--- src/rtl/pipe_divider_param.sv ---
// Fully pipelined unsigned restoring divider: one quotient bit per stage, full throughput.
// Define PIPE_DIV_REM_EN to expose the remainder port and carry the final remainder out.
module pipe_divider_param #(
  parameter int unsigned N_W   = 28,
  parameter int unsigned D_W   = 20,
  parameter int unsigned TAG_W = 4
) (
  input  logic             clock,
  input  logic             reset_n,
  input  logic             flush,
  input  logic             in_valid,
  output logic             in_ready,
  input  logic [N_W-1:0]   dividend,
  input  logic [D_W-1:0]   divisor,
  input  logic [TAG_W-1:0] in_tag,
  output logic             out_valid,
  input  logic             out_ready,
  output logic [N_W-1:0]   quotient,
`ifdef PIPE_DIV_REM_EN
  output logic [D_W-1:0]   remainder,
`endif
  output logic             div_by_zero,
  output logic [TAG_W-1:0] out_tag
);

  localparam int unsigned RW = D_W + 1;

  // Stages 0..N_W-1 keep the operands; the last stage keeps only what reaches the outputs.
  logic [N_W-1:0]   dvd_q [N_W];
  logic [D_W-1:0]   dsr_q [N_W];
  logic [RW-1:0]    rem_q [N_W];
  logic [N_W-1:0]   quo_q [N_W];
  logic [TAG_W-1:0] tag_q [N_W+1];
  logic [N_W:0]     valid_q;
  logic [N_W:0]     zero_q;
  logic [N_W-1:0]   quo_last_q;
`ifdef PIPE_DIV_REM_EN
  logic [D_W-1:0]   rem_last_q;
`endif

  // rem_d[k] / quo_d[k] are the values stage k+1 loads from stage k.
  logic [RW-1:0]  rem_d [N_W];
  logic [N_W-1:0] quo_d [N_W];

  logic stall;
  logic accept;

  assign stall    = valid_q[N_W] && !out_ready;
  assign in_ready = !stall && !flush;
  assign accept   = in_valid && in_ready;

  // A zero divisor makes every trial succeed, so the quotient fills with ones and the
  // remainder accumulates the low dividend bits without any special casing.
  always_comb begin
    logic [RW:0] sh;
    logic        ge;
    for (int k = 0; k < N_W; k++) begin
      sh       = {rem_q[k], dvd_q[k][N_W-1-k]};
      ge       = sh >= {2'b00, dsr_q[k]};
      rem_d[k] = RW'(ge ? (sh - {2'b00, dsr_q[k]}) : sh);
      quo_d[k] = quo_q[k];
      quo_d[k][N_W-1-k] = ge;
    end
  end

  always_ff @(posedge clock or negedge reset_n) begin
    if (!reset_n) begin
      valid_q    <= '0;
      zero_q     <= '0;
      quo_last_q <= '0;
`ifdef PIPE_DIV_REM_EN
      rem_last_q <= '0;
`endif
      for (int k = 0; k < N_W; k++) begin
        dvd_q[k] <= '0;
        dsr_q[k] <= '0;
        rem_q[k] <= '0;
        quo_q[k] <= '0;
      end
      for (int k = 0; k <= N_W; k++) tag_q[k] <= '0;
    end else if (flush) begin
      valid_q    <= '0;
      zero_q     <= '0;
      quo_last_q <= '0;
`ifdef PIPE_DIV_REM_EN
      rem_last_q <= '0;
`endif
      for (int k = 0; k < N_W; k++) begin
        dvd_q[k] <= '0;
        dsr_q[k] <= '0;
        rem_q[k] <= '0;
        quo_q[k] <= '0;
      end
      for (int k = 0; k <= N_W; k++) tag_q[k] <= '0;
    end else if (!stall) begin
      valid_q  <= {valid_q[N_W-1:0], accept};
      zero_q   <= {zero_q[N_W-1:0], accept && (divisor == '0)};
      dvd_q[0] <= accept ? dividend : '0;
      dsr_q[0] <= accept ? divisor : '0;
      tag_q[0] <= accept ? in_tag : '0;
      rem_q[0] <= '0;
      quo_q[0] <= '0;
      for (int k = 1; k < N_W; k++) begin
        dvd_q[k] <= dvd_q[k-1];
        dsr_q[k] <= dsr_q[k-1];
        rem_q[k] <= rem_d[k-1];
        quo_q[k] <= quo_d[k-1];
      end
      for (int k = 1; k <= N_W; k++) tag_q[k] <= tag_q[k-1];
      quo_last_q <= quo_d[N_W-1];
`ifdef PIPE_DIV_REM_EN
      rem_last_q <= rem_d[N_W-1][D_W-1:0];
`endif
    end
  end

  // Bubbles carry junk quotient bits, so the outputs are gated by the valid bit.
  always_comb begin
    out_valid   = valid_q[N_W];
    quotient    = valid_q[N_W] ? quo_last_q : '0;
    div_by_zero = valid_q[N_W] && zero_q[N_W];
    out_tag     = valid_q[N_W] ? tag_q[N_W] : '0;
`ifdef PIPE_DIV_REM_EN
    remainder   = valid_q[N_W] ? rem_last_q : '0;
`endif
  end

endmodule
--- config.mk ---
export PLATFORM = sky130hd
export DESIGN_NAME = pipe_divider_param
export DESIGN_NICKNAME = d
export VERILOG_FILES = /design/src/rtl/pipe_divider_param.sv
export SDC_FILE = /design/constraint.sdc
export NUM_CORES = 2
export LEC_CHECK = 0
export BUFFER_PORTS_ARGS = -buffer_cell sky130_fd_sc_hd__buf_2
export CORE_MARGIN = 2
export CORE_UTILIZATION = 45
export DETAILED_ROUTE_END_ITERATION = 8
export HOLD_SLACK_MARGIN = 0.15
export PLACE_DENSITY = 0.64
export SYNTH_ARGS = -nofsm -noshare
export SYNTH_HDL_FRONTEND = slang
export SYNTH_SLANG_ARGS = --single-unit
--- constraint.sdc ---
create_clock -name clock -period 8.13 [get_ports clock]
set_input_delay 0.4065 -clock clock [delete_from_list [all_inputs] [get_ports clock]]
set_output_delay 0.4065 -clock clock [all_outputs]
set_load 0.1 [all_outputs]
# Word level (Yosys, flattened, before mapping)
# Cells that the tools add are included.
# word_totals
input_bits	57
register_bits	2890
out_inout_bits	35
word_cells	257
# op_classes
n_addsub	27
n_mux	48
n_eq_ne	1
reduce_logical	9
n_lt_le_gt_ge	28
# op_table
operator	count
784-bit 2-to-1 mux	2
783-bit 2-to-1 mux	2
588-bit 2-to-1 mux	2
560-bit 2-to-1 mux	2
22-bit by 20-bit >= comparator with 1-bit output	28
21-bit 2-to-1 mux	27
21-bit by 20-bit subtractor with 21-bit output	27
116-bit 2-to-1 mux	2
29-bit 2-to-1 mux	4
28-bit 2-to-1 mux	4
20-bit zero test	1
20-bit 2-to-1 mux	1
4-bit 2-to-1 mux	2
1-bit logical AND	5
1-bit zero test	3
2-bit inequality test (second input constant)	1

# Longest topological paths before layout
# depth
word_depth	8
ltp_mapped	14
ltp_nobuf	12

# Least setup slack after synthesis
# Ideal clock, no wire load.
# synth_path
kind	reg2out
startpoint	register valid_q[28]
endpoint	output port in_ready
required_ps	7724
t_arrival_ps	3177
stages_incl_launch_ff	8
path_slack_ps	4546
path_buffers	4
path_cell_list	dfrtp_1 > nor2b_1 > or2_2 > clkbuf_1 > clkinv_1 > clkbuf_1 > clkbuf_1 > clkbuf_1
# synth_between
elab_chain_len	3
# synth_lines
item	line	text
start: declaration	34	logic [N_W:0] valid_q;
start signal: assignment	96	valid_q <= {valid_q[N_W-1:0], accept};
1-bit logical AND	48	assign stall = valid_q[N_W] && !out_ready;
1-bit zero test	-	
1-bit logical AND	49	assign in_ready = !stall && !flush;
end: declaration	12	output logic in_ready,
# No other way between the ends.

# Worst setup path after layout
# Same ends and word-level chain as after synthesis.

==> results.md <==
* Outcome: complete, no violations
* Final Setup Violations at 0
* Worst reg2reg setup slack at 3490 ps
* Yosys reg bits at 2113
* GR Util All Layers at 22.54%
* Async SR Flop Fraction at 100.0%
* CP Cell Sequence: nor2b_1 -> or2_4 -> inv_8 -> buf_12 -> buf_2
* Final WL at 276.9 mm
* I/O pin cnt at 92
* Share of layout cells above drive strength 1 at between 5 and 6%
* Pre-antenna DRT Iters at 6
* Final period util at 57.48%
* Layout Nets at about 11000
* Max_cap viols at 0
* CP Capture Type: primary output
* Synthesized cell area at 0.1075 mm²
* First-pass GRT wire length at 447.5 mm
* Crit-path max FO at 130
* Register area share after synthesis at 49.21%
* Clock Latency Late Sink at 890 ps
* CP max stage delay at 1010 ps
* Cts repair resizes at 0
* Slew Limit Headroom at approximately a fifth
* Min Tclk post-route at between 4000 and 5000 ps
* Hold-fix buffers at CTS at 62
* Placement-stage cell area at 0.1105 mm²
* Leak at approximately 55 nW
* Finished Cell Area at 0.1192 mm²
* Vias post-DR at roughly 80000
* RSZ-0062 raised after global routing: no
* Root Buffer: clkbuf_16
* H-Tree Level Count at 4
* P&R area growth vs syn at 10.90%
* Critical Path Start Type: register
* TritonCTS buffer count at 224
* Netlist cell types at 104
* WL per Instance at 19.89 µm
* Fmax achieved at 214.0 MHz
* Max Slew Vio Count at 0
* Residual DRC at 0
* Clock Skews at 78.84 ps
* Postcts setup bufs at 0
* Routability Congestion at a little over 0.9
* Dpl cells at 13430
* Worst-path clk slew at 60 ps
* Critical setup path kind: register to primary output
* Top FF cell, synth: dfrtp_1
* Die Height at 492.7 µm
* Via density at 5.771
* Placeable core area at ~0.24 mm²
* Synthesized net count at 11320
* Slowest stage cell, crit path: dfrtp_1
* Fin. Hold Viols at 0
* Core Rows at 179
* Clock buffer depth at 3
* Initial Utilization at 45.22%
* Pin count of the biggest net entering global routing at 234
* Setup WS pre-CTS at 3536 ps
* HP Class: primary input to register
* Pwr/cell area at 315.3 mW/mm²
* TNS Setup at 0 ps
* CTS Sinks at 2113
* Syn Inst Count at around 11000
* Antenna-violating nets left at 0
* Final worst slack at ~3500 ps
* Post-DP HPWL at roughly 190 mm
* Initial antenna violation count at 3
* Mean Syn Cell Area at 10.05 µm²
* I/O Buffers at 91
* Detailed Route Iter0 Violations at a little over 6000
* Post-Layout Cell Count at 13920
* Syn. warnings at 0
* Vias in the first global route at 79320
* Die X at approximately 500 µm
* Worst path required time at ~7700 ps
* Worst EP arrival at between 4000 and 5000 ps
* Worst-case vdd ir drop at 0.0002747 V
* CTS tree: yes
* EDFF count, synth at 0
* Die ar. at 0.2427 mm²
* Total grt overflow at 0
* Power Total at 0.03757 W
* Slew @ Worst Pin at 1191 ps
-- report_power, final --
group | switching (W) | internal [W]
combinational | 0.00839 | 0.00592
clock | 0.00449 | 0.00647
sequential | 0.000932 | 0.0114
-- routing by layer --
metal | vias up | routed length (µm) | track usage, %
li1 | 38340 | - | -
met1 | 40030 | 127200 | 31.34
met2 | 1540 | 132400 | 37.20
met3 | 428 | 8818 | 2.358
met4 | 2 | 8518 | 6.827
met5 | - | 9 | 0
-- state kept, by name, indices dropped and copies added, names as in the netlist --
register and count:
dsr_q 560, dvd_q 406, quo_d 378, quo_last_q 28
rem_q 567, tag_q 116, valid_q 29, zero_q 29
-- worst max-delay path: cells and delay by family (launching register included) --
kind	cells	cell delay [ps]
simple gates	2	1090
flops	1	1010
buf+inv	3	1140
-- final cells by class --
cell class              count  area, µm²
clock inverters           111       1654
well taps                3167       3963
flip-flops and latches   2113      52880
clock buffers             312       6407
diodes                      3      7.507
fillers                 21560     118500
inverters                 702       2643
multi-input cells        7274      49590
repair buffers            240       2032
-- metrics by stage --
stage / hold slack (ps) / util, %
6_report: 279.9 / 50.15
3_3_place_gp: 403.1 / 46.49
4_1_cts: 209.1 / 50.15
5_1_grt: 250.0 / 50.15
2_1_floorplan: 110.9 / -
3_5_place_dp: 408.1 / 46.49
-- worst paths after layout --
path,cells past startpoint,start,to
min,3,dividend[18],dvd_q[774]
max,5,valid_q[28],in_ready
min in group asynchronous,3,reset_n,dsr_q[135]
max reg2reg,7,valid_q[28],rem_q[16]
max in group asynchronous,5,reset_n,dvd_q[261]
min reg2reg,1,valid_q[1],valid_q[2]
-- cell usage after synthesis, types with 143 or more instances --
library cell | count | area share (%)
xor2_1 | 144 | 1.2
inv_1 | 701 | 2.4
a21oi_1 | 446 | 2.1
nand3_1 | 199 | 0.93
xnor2_1 | 232 | 1.9
a22o_1 | 1081 | 8.8
ha_1 | 542 | 6.3
o21ai_0 | 1067 | 5.0
a21o_1 | 272 | 1.9
clkbuf_1 | 533 | 1.9
mux2i_1 | 247 | 2.3
nor3_1 | 143 | 0.67
dfrtp_1 | 2113 | 49
nor2_1 | 349 | 1.2
nand2_1 | 1225 | 4.3
-- logic make-up after synthesis --
family / after synthesis / synth area share [%]
xor+xnor: 376 / 3.065
flops: 2113 / 49.21
compound gates: 3628 / 23.56
mux: 249 / 2.322
buf+inv: 1304 / 4.690
fa+ha+maj: 568 / 6.796
simple gates: 2453 / 10.36
-- placed cells by master, fill, tap and decap left out, types with 29 or more instances in the layout --
master and count:
o21ai_1 53, o311ai_0 60, nand4_1 77, clkbuf_16 225, dlygate4sd3_1 62, nor4_1 40
nand2b_1 68, o21bai_1 54, a22o_1 1081, clkbuf_8 45, a211o_1 31, nor3_1 143
nor2b_1 89, ha_1 542, o21ai_0 1066, nand3_1 199, or3_1 41, a32oi_1 73
a21o_1 272, clkinv_2 47, o31ai_1 54, nor2_1 347, and2_1 71, xnor2_1 232
o211ai_1 42, clkbuf_1 42, a21oi_1 442, nand2_1 1225, bufinv_16 29, inv_1 701
buf_2 90, and3_1 53, buf_4 64, o21a_1 65, a31oi_1 56, xor2_1 144
dfrtp_1 2113, mux2i_1 247, a211oi_1 38
No activity file was read; power rests on OpenSTA's default activity.
